--- src/rtl/sgd_grad_bcast_tree_if.sv ---
// Sample-in / gradient-out bundle for the SGD gradient broadcast tree.
// The slave modport is the design side; the master modport is the driver side.
interface sgd_grad_bcast_tree_if #(
    parameter int TREE_WIDTH = 8,
    parameter int FIFO_AW    = 2
);
    logic signed [31:0]    dot_in;
    logic signed [31:0]    label_in;
    logic                  dot_valid;
    logic                  dot_ready;
    logic [4:0]            step_shift;
    logic [TREE_WIDTH-1:0] lane_enable;
    logic signed [31:0]    g_output [TREE_WIDTH-1:0];
    logic                  g_output_valid;
    logic                  g_output_ready;
    logic [FIFO_AW:0]      fifo_count;
    logic                  sat_flag;

    modport slave (
        input  dot_in, label_in, dot_valid, step_shift, lane_enable, g_output_ready,
        output dot_ready, g_output, g_output_valid, fifo_count, sat_flag
    );

    modport master (
        output dot_in, label_in, dot_valid, step_shift, lane_enable, g_output_ready,
        input  dot_ready, g_output, g_output_valid, fifo_count, sat_flag
    );
endinterface

--- src/rtl/sgd_grad_bcast_tree.sv ---
// SGD gradient broadcast: scales (dot - label) by an arithmetic right shift,
// saturates to 32 bits, queues the scalar in a small FIFO and fans it out
// through a registered copy tree to TREE_WIDTH bank lanes.
module sgd_grad_bcast_tree #(
    parameter int TREE_DEPTH = 3,
    parameter int TREE_WIDTH = 2 ** TREE_DEPTH,
    parameter int FIFO_DEPTH = 4,
    parameter int FIFO_AW    = 2
) (
    input  logic clk,
    input  logic rst_n,
    sgd_grad_bcast_tree_if.slave bus
);
    localparam logic [FIFO_AW:0] FULL_CNT = (FIFO_AW + 1)'(FIFO_DEPTH);

    logic signed [32:0] diff;
    logic signed [32:0] shifted;
    logic signed [31:0] sat_val;
    logic               sat_hit;

    logic signed [31:0]  mem_q [FIFO_DEPTH];
    logic [FIFO_AW-1:0]  wr_ptr_q, rd_ptr_q;
    logic [FIFO_AW:0]    count_q, count_d;
    logic                sat_q;
    logic                dot_ready_w;
    logic                push, pop;
    logic signed [31:0]  rd_data;

    // Scale and saturate the incoming error; 33 bits cannot overflow on the subtract.
    always_comb begin
        diff    = {bus.dot_in[31], bus.dot_in} - {bus.label_in[31], bus.label_in};
        shifted = diff >>> bus.step_shift;
        sat_hit = shifted[32] != shifted[31];
        if (sat_hit) begin
            sat_val = shifted[32] ? 32'sh8000_0000 : 32'sh7FFF_FFFF;
        end else begin
            sat_val = shifted[31:0];
        end
    end

    // Ready looks only at the registered count; a same-cycle pop does not open a slot.
    assign dot_ready_w = rst_n && (count_q != FULL_CNT);
    assign push        = bus.dot_valid && dot_ready_w;
    assign pop         = bus.g_output_ready && (count_q != '0);
    assign rd_data     = mem_q[rd_ptr_q];

    // Occupancy: push-only up, pop-only down, both or neither unchanged.
    always_comb begin
        count_d = count_q;
        case ({push, pop})
            2'b10:   count_d = count_q + 1'b1;
            2'b01:   count_d = count_q - 1'b1;
            default: count_d = count_q;
        endcase
    end

    // FIFO storage; contents are don't-care until written, so no reset.
    always_ff @(posedge clk) begin
        if (push) begin
            mem_q[wr_ptr_q] <= sat_val;
        end
    end

    // FIFO pointers, occupancy and the sticky saturation flag.
    always_ff @(posedge clk or negedge rst_n) begin
        if (!rst_n) begin
            wr_ptr_q <= '0;
            rd_ptr_q <= '0;
            count_q  <= '0;
            sat_q    <= 1'b0;
        end else begin
            if (push) begin
                wr_ptr_q <= wr_ptr_q + 1'b1;
            end
            if (pop) begin
                rd_ptr_q <= rd_ptr_q + 1'b1;
            end
            count_q <= count_d;
            if (push && sat_hit) begin
                sat_q <= 1'b1;
            end
        end
    end

    // Broadcast tree: stage k holds 2^(k+1) copies, each fed by its parent copy.
    // Data and mask only load on a valid entry so the outputs hold between entries.
    for (genvar k = 0; k < TREE_DEPTH; k++) begin : g_stage
        localparam int N = 2 ** (k + 1);
        logic signed [31:0]    data_q   [N];
        logic signed [31:0]    par_data [N];
        logic                  vld_q;
        logic                  par_vld;
        logic [TREE_WIDTH-1:0] mask_q;
        logic [TREE_WIDTH-1:0] par_mask;

        if (k == 0) begin : g_root
            assign par_vld  = pop;
            assign par_mask = bus.lane_enable;
            for (genvar c = 0; c < N; c++) begin : g_cp
                assign par_data[c] = rd_data;
            end
        end else begin : g_node
            assign par_vld  = g_stage[k-1].vld_q;
            assign par_mask = g_stage[k-1].mask_q;
            for (genvar c = 0; c < N; c++) begin : g_cp
                assign par_data[c] = g_stage[k-1].data_q[c/2];
            end
        end

        // One pipeline step of the tree; valid always advances, never stalls.
        always_ff @(posedge clk or negedge rst_n) begin
            if (!rst_n) begin
                vld_q  <= 1'b0;
                mask_q <= '0;
                for (int i = 0; i < N; i++) begin
                    data_q[i] <= '0;
                end
            end else begin
                vld_q <= par_vld;
                if (par_vld) begin
                    mask_q <= par_mask;
                    for (int i = 0; i < N; i++) begin
                        data_q[i] <= par_data[i];
                    end
                end
            end
        end
    end

    for (genvar i = 0; i < TREE_WIDTH; i++) begin : g_lane
        assign bus.g_output[i] = g_stage[TREE_DEPTH-1].mask_q[i] ? g_stage[TREE_DEPTH-1].data_q[i] : '0;
    end

    assign bus.g_output_valid = g_stage[TREE_DEPTH-1].vld_q;
    assign bus.dot_ready      = dot_ready_w;
    assign bus.fifo_count     = count_q;
    assign bus.sat_flag       = sat_q;
endmodule

--- src/flat_wrapper.sv ---
// flat-port wrapper written by rule: the top's interface ports become plain ports
module sgd_grad_bcast_tree_flat 
#(
    parameter int TREE_DEPTH = 3,
    parameter int TREE_WIDTH = 2 ** TREE_DEPTH,
    parameter int FIFO_DEPTH = 4,
    parameter int FIFO_AW    = 2
)
  (clk, rst_n, bus_dot_in, bus_label_in, bus_dot_valid, bus_step_shift, bus_lane_enable, bus_g_output_ready, bus_dot_ready, bus_g_output, bus_g_output_valid, bus_fifo_count, bus_sat_flag);
  sgd_grad_bcast_tree_if #(.TREE_WIDTH(TREE_WIDTH), .FIFO_AW(FIFO_AW)) bus_i ();
  input  logic clk;
  input  logic rst_n;
  input wire logic [$bits(bus_i.dot_in)-1:0] bus_dot_in;
  input wire logic [$bits(bus_i.label_in)-1:0] bus_label_in;
  input wire logic [$bits(bus_i.dot_valid)-1:0] bus_dot_valid;
  input wire logic [$bits(bus_i.step_shift)-1:0] bus_step_shift;
  input wire logic [$bits(bus_i.lane_enable)-1:0] bus_lane_enable;
  input wire logic [$bits(bus_i.g_output_ready)-1:0] bus_g_output_ready;
  output wire logic [$bits(bus_i.dot_ready)-1:0] bus_dot_ready;
  output wire logic [$bits(bus_i.g_output)-1:0] bus_g_output;
  output wire logic [$bits(bus_i.g_output_valid)-1:0] bus_g_output_valid;
  output wire logic [$bits(bus_i.fifo_count)-1:0] bus_fifo_count;
  output wire logic [$bits(bus_i.sat_flag)-1:0] bus_sat_flag;
  assign bus_i.dot_in = bus_dot_in;
  assign bus_i.label_in = bus_label_in;
  assign bus_i.dot_valid = bus_dot_valid;
  assign bus_i.step_shift = bus_step_shift;
  assign bus_i.lane_enable = bus_lane_enable;
  assign bus_i.g_output_ready = bus_g_output_ready;
  assign bus_dot_ready = bus_i.dot_ready;
  assign bus_g_output = {>>{bus_i.g_output}};
  assign bus_g_output_valid = bus_i.g_output_valid;
  assign bus_fifo_count = bus_i.fifo_count;
  assign bus_sat_flag = bus_i.sat_flag;
  sgd_grad_bcast_tree #(.TREE_DEPTH(TREE_DEPTH), .TREE_WIDTH(TREE_WIDTH), .FIFO_DEPTH(FIFO_DEPTH), .FIFO_AW(FIFO_AW)) u_core (.clk(clk), .rst_n(rst_n), .bus(bus_i));
endmodule
--- config.mk ---
export PLATFORM = sky130hd
export DESIGN_NAME = sgd_grad_bcast_tree_flat
export DESIGN_NICKNAME = d
export VERILOG_FILES = /design/src/rtl/sgd_grad_bcast_tree_if.sv /design/src/rtl/sgd_grad_bcast_tree.sv /design/src/flat_wrapper.sv
export SDC_FILE = /design/constraint.sdc
export NUM_CORES = 1
export LEC_CHECK = 0
export ABC_AREA = 1
export CAP_MARGIN = 20
export CORE_ASPECT_RATIO = 0.75
export CORE_MARGIN = 2
export CORE_UTILIZATION = 53
export DETAILED_ROUTE_END_ITERATION = 7
export PLACE_DENSITY = 0.84
export SETUP_SLACK_MARGIN = 0.3
export SYNTH_ARGS = -nofsm -noshare
export SYNTH_HDL_FRONTEND = slang
export SYNTH_SLANG_ARGS = --single-unit
--- constraint.sdc ---
create_clock -name clk -period 2.9 [get_ports clk]
set_clock_uncertainty 0.05 [all_clocks]
set_input_delay 0.725 -clock clk [delete_from_list [all_inputs] [get_ports clk]]
set_output_delay 0.725 -clock clk [all_outputs]
set_load 0.005 [all_outputs]
-- After elaboration in Yosys (flattened, before gate mapping)
Memories as Yosys holds them, arrays and structs flattened. A register that Yosys moved wholly into a read port is not among the register bits.
Cells that the tools add are included.
- input port bits: 81
- bits in writable memories: 128
- register bits: 99
- memories: 1
- add/sub/neg operators: 5
- multiplexer cells: 13
- shift operators: 1
- reduce and logical (&&, ||, !) cells: 7
- equality and inequality tests: 4
- memory list (name ; depth ; bits a word ; read ports ; clocked after Yosys merged registers in ; wr ports ; line ; text):
    u_core.mem_q ; 4 ; 32 ; 1 ; 1 ; 1 ; sgd_grad_bcast_tree.sv:21 ; logic signed [31:0] mem_q [FIFO_DEPTH];
- operators by type and width (kind ; number):
    2-to-1 mux 32 bit ; 10
    >>> shifter 33 x 5 -> 33 bit ; 1
    subtractor 32 x 32 -> 33 bit ; 1
    case mux 3 bit (2 select lines) ; 1
    adder 2 x 1 -> 2 bit (second input constant) ; 2
    logical AND 1 bit ; 4
    adder 3 x 1 -> 3 bit (second input constant) ; 1
    != test 3 bit (second input constant) ; 1
    nonzero test 3 bit ; 1
    subtractor 3 x 1 -> 3 bit (second input constant) ; 1
    == test 2 x 1 -> 1 bit (second input constant) ; 1
    == test 2 bit (second input constant) ; 1
    2-to-1 mux 1 bit ; 2
    nonzero test 2 bit ; 1
    zero test 1 bit ; 1
    != test 1 bit ; 1

-- Longest topological paths before layout
- depth after elaboration: 5
- depth in mapped cells: 23
- mapped depth without buffers: 23

-- Worst setup path after synthesis
OpenSTA, ideal clock, no wires.
- kind: in2reg
- start: in bus_dot_in[0]
- end: mem u_core.mem_q[0][13], data pin
- slack: -0.335 ns
- cell stages on the path: 23
- arrival time: 2.915 ns
- cell sequence: inv_1 ha_1 inv_1 fa_1 nand3_1 nand3_2 nand2_1 nand2_2 nand2_2 nand2_4 nand2_2 nand2_2 nand2_2 nand2_4 inv_4 nand2_4 nand2_4 nand4_4 nand2_8 inv_6 buf_12 nand2_2 nand3_2
- word-level cells in the longest chain between the ends: 4
- RTL lines (what ; line ; text):
    start: declaration ; flat_wrapper.sv:13 ; input wire logic [$bits(bus_i.dot_in)-1:0] bus_dot_in;
    subtractor 32 x 32 -> 33 bit (*) ; sgd_grad_bcast_tree.sv:31 ; diff = {bus.dot_in[31], bus.dot_in} - {bus.label_in[31], bus.label_in};
    >>> shifter 33 x 5 -> 33 bit (*) ; sgd_grad_bcast_tree.sv:32 ; shifted = diff >>> bus.step_shift;
    2-to-1 mux 32 bit or != test 1 bit (tied branches) ; sgd_grad_bcast_tree.sv:35, sgd_grad_bcast_tree.sv:33 ;
    2-to-1 mux 32 bit (*) ; sgd_grad_bcast_tree.sv:34 ; if (sat_hit) begin
    via u_core.sat_val[13] ; sgd_grad_bcast_tree.sv:18 ; logic signed [31:0] sat_val;
    end: declaration ; sgd_grad_bcast_tree.sv:21 ;
The timed path passes the listed nets; every way through them passes the cells marked *.

-- Final worst setup path
- start: in bus_dot_in[0]
- end: mem u_core.mem_q[2][19], data pin
Same word-level chain as after synthesis.

==> run summary <==
Sink Count -> 259
final setup fails -> 125
share of cells above drive strength 1 -> 0.2202
Post-Synth Adder-Cell Area -> 0.02994
compound-cell area share of the yosys netlist -> 0.07380
GR Util met2 -> 0.5078
CP dominant cell by count -> nand2_4
Final WS setup -> -0.1464 ns
Synth top area share -> 0.2288
hold_ws -> 0.2822 ns
cell area after synthesis -> 16,800 µm²
first-pass GRT wire length -> 81.58 mm
DRT antenna net count -> 0
Routed WL per cell -> 16.39 µm
Gate Count Post-Synth -> 2,405
CTS tree -> yes
Util after Layout -> 0.7709
failing checks -> setup timing
crit path max-delay cell type -> fa_2
DR iter-0 viols -> 1,738
CP Data Arrival Time -> 3.33 ns
Area growth syn-to-layout -> 43.38%
number of H-tree levels -> 1
Synth Flop Type -> dfrtp_1
Place WS -> -1.387 ns
die width -> 209.6 µm
clock slew at reported path FFs -> 0.07 ns
EDFF count, synth -> 128
met3 GRT Util -> 0.04086
unrepaired setup endpoints after global routing -> yes
IR drop worst, VDD -> 0.0006405 V
final period utilization -> 1.050
#FFs+latches synth -> 259
Distinct cells, synth -> 46
fmax -> 0.3283 GHz
delay-heaviest family, CP -> simple AND/OR/NAND/NOR gates
outcome -> finished, violations left
largest net degree at the start of global routing -> 132
CTS buffer count -> 22
Synth area leader -> edfxtp_1
Worst setup EP type -> flop
FFs w/ async S/R, synth -> 0.5058
post-route DRC violation count -> 0
Slew Viols, Final -> 0
# diodes -> 0
YS warnings -> 0
vias in the first global route -> 16,090
Final #Nets -> 2,915
initial antenna violation count -> 0
Final Hold Vio Count -> 0
CP Data Required Time -> 3.18 ns
1st-pass router iterations -> 6
Tmin final -> 3.046 ns
met1 Use GR -> 0.4288
crit path kind -> in -> reg
sequential share of the synthesized area -> 0.4239
Clk Latency, worst-skew pair -> 0.50 ns
Overall Power -> 20.82 mW
Fill cells -> 2,180
critical path, cell by cell -> buf_8, inv_12, ha_4, inv_4, fa_2, nand3_4, nand3_4, buf_6, nand2_4, nand2_4, nand2_4, nand2_4, nand2_4, nand2_4, nand2_4, nand2_4, inv_6, nand2_4, nand2_4, nand4_4, nor2_4, nor2_4, buf_4, o21ai_4
# rows -> 56
GRT overflow -> 0
DP HPWL -> 36.93 mm
CP bufs+invs -> 6
Die Footprint -> 33,160 µm²
max_cap viols -> 0
Core ar. -> 31,250 µm²
Reg area -> 7132 µm²
syn_nets -> 2,525
Sum Neg Setup Slack -> -13.75 ns
synth top area cells -> edfxtp_1 (23%), dfrtp_1 (20%), nand2_1 (16%)
Leak Pwr -> 12.84 nW
Vias -> 17,110
worst min path class -> in -> async
routability cong. -> 0.9443
crit-path max FO -> 5
Worst-Margin Slew -> 0.8935 ns
main combinational cell family by area after synthesis -> simple AND/OR/NAND/NOR gates
post-synthesis xor/xnor area fraction -> 0.007298
CTS Buffer Depth -> 3
Tot GR Track Use -> 0.3059
CTS Root Buffer Type -> clkbuf_16
mux cell area share after synthesis -> 0.01735
Post-Route WL -> 52.72 mm
simple-gate portion of the synthesized area -> 0.3046
Top Usage Layer GRT -> met2
hold buffer count at CTS -> 0
die extent in y -> 158.2 µm
Initial Util -> 0.5377
port buffer count -> 342
startpoint types -> input port
relative slew slack -> 0.4043
Syn Area/Cell -> 6.986 µm²
slowest stage delay, CP -> 0.41 ns
Pwr Density -> 864.1 nW/µm²
routed vias/inst -> 5.318
num ports -> 343
multi-input combinational cell area -> 8909 µm²
## area by class of cell
cell class                 instances  area share
tap                              406     0.02109
inverter                         490     0.07769
multi-input combinational       1515      0.3698
clock buffer                      35     0.02893
clock inverter                     5    0.001143
sequential                       259      0.2960
timing repair buffer             507      0.2053
## per-layer routing
layer  part of all wire  up-vias
met3              0.083       80
met1               0.43     8044
met2               0.47      826
li1                   -     8159
met5                  0        -
met4              0.015        0
## cell usage in the layout (no fill, tap or decap), types with 7 or more instances in the layout
cell,n
buf_6,11
a21oi_1,52
nand2_1,623
nand3_4,10
o21ai_0,108
nor2_1,156
clkbuf_16,25
a21oi_2,10
edfxtp_1,128
mux2_2,25
nand3_1,141
o22ai_1,25
dfrtp_1,123
dlymetal6s2s_1,29
inv_2,46
ha_4,31
nand2_4,39
nor2_2,21
nand3_2,84
dlygate4sd2_1,61
clkdlybuf4s50_1,249
dfrtp_2,8
nor2_4,17
buf_4,135
a31oi_1,7
inv_1,436
o211ai_1,8
buf_12,20
nand2_2,94
## worst reg2reg max path, cell delays in order, from the launching register on
cell	delay [ns]
dfrtp_1	0.43
inv_1	0.13
a31oi_2	0.11
nand2_1	0.10
ha_1	0.15
inv_1	0.06
fa_1	0.38
a21oi_1	0.14
o21ai_0	0.11
xnor2_1	0.14
## synthesized netlist by cell type (2+ instances only)
| cell | number |
|---|---|
| nand2_1 | 731 |
| o22ai_1 | 25 |
| buf_2 | 2 |
| dfrtp_1 | 131 |
| a21oi_1 | 63 |
| o21ai_2 | 4 |
| ha_1 | 37 |
| xnor2_1 | 7 |
| a31oi_1 | 8 |
| clkinv_1 | 3 |
| mux2_2 | 25 |
| xor2_1 | 7 |
| nor2_2 | 7 |
| or2_2 | 5 |
| o21ai_0 | 115 |
| a21oi_2 | 2 |
| nand2_4 | 5 |
| clkbuf_1 | 125 |
| nor2_4 | 3 |
| nand2_2 | 21 |
| nand3_2 | 13 |
| edfxtp_1 | 128 |
| buf_1 | 11 |
| nand3_1 | 222 |
| o211ai_1 | 8 |
| nor2_1 | 184 |
| nand4_1 | 5 |
| nand3b_1 | 6 |
| inv_2 | 11 |
| fa_1 | 2 |
| inv_1 | 474 |
## final timing paths
check,slack (ns),start,depth (start not counted),end
min,0.28,rst_n,2,u_core.g_stage[0].data_q[39]
max in group asynchronous,1.91,rst_n,2,u_core.g_stage[0].vld_q
min reg2reg,0.43,u_core.g_stage[0].mask_q[3],2,u_core.g_stage[0].mask_q[3]
min in group clk,0.43,u_core.g_stage[0].mask_q[3],2,u_core.g_stage[0].mask_q[3]
max reg2reg,1.01,u_core.bus.fifo_count[1],9,u_core.bus.fifo_count[2]
max,-0.15,bus_dot_in[0],24,u_core.mem_q[2][19]
## flip-flops by register name, indices dropped and copies added, names as in the netlist
name / flops
u_core.g_stage.data_q: 96
u_core.g_stage.vld_q: 2
u_core.mem_q: 128
u_core.bus.g_output_valid: 1
u_core.g_stage.mask_q: 24
u_core.bus.fifo_count: 3
u_core.bus.sat_flag: 1
u_core.wr_ptr_q: 2
u_core.rd_ptr_q: 2
## logic make-up after synthesis
group	count (synthesis)
multiplexers	26
AO/OA/AOI/OAI	229
flip-flops	259
AND/OR/NAND/NOR	1207
XOR/XNOR	14
adder cells (fa/ha/maj)	39
buffers and inverters	631
## power breakdown
part | total (mW) | switching, mW | internal (mW) | leakage (nW)
logic | 11.7 | 5.80 | 5.88 | 9.78
registers | 6.18 | 1.12 | 5.06 | 2.70
clock network | 2.96 | 1.30 | 1.66 | 0.357
total | 20.8 | 8.22 | 12.6 | 12.8
## repair_timing
item                       in CTS  in global routing
setup buffers                  27                  4
pin swaps                     110                 28
setup endpoints to repair     343                193
gates resized for setup       348                151
## stage by stage
stage	std cells	area, µm²
after floorplan	2405	16880
after global placement	3146	21470
after detailed placement	3146	21470
after CTS	3213	23500
after global routing	3217	24090
final	3217	24090
(Power assumes the default switching activity.)
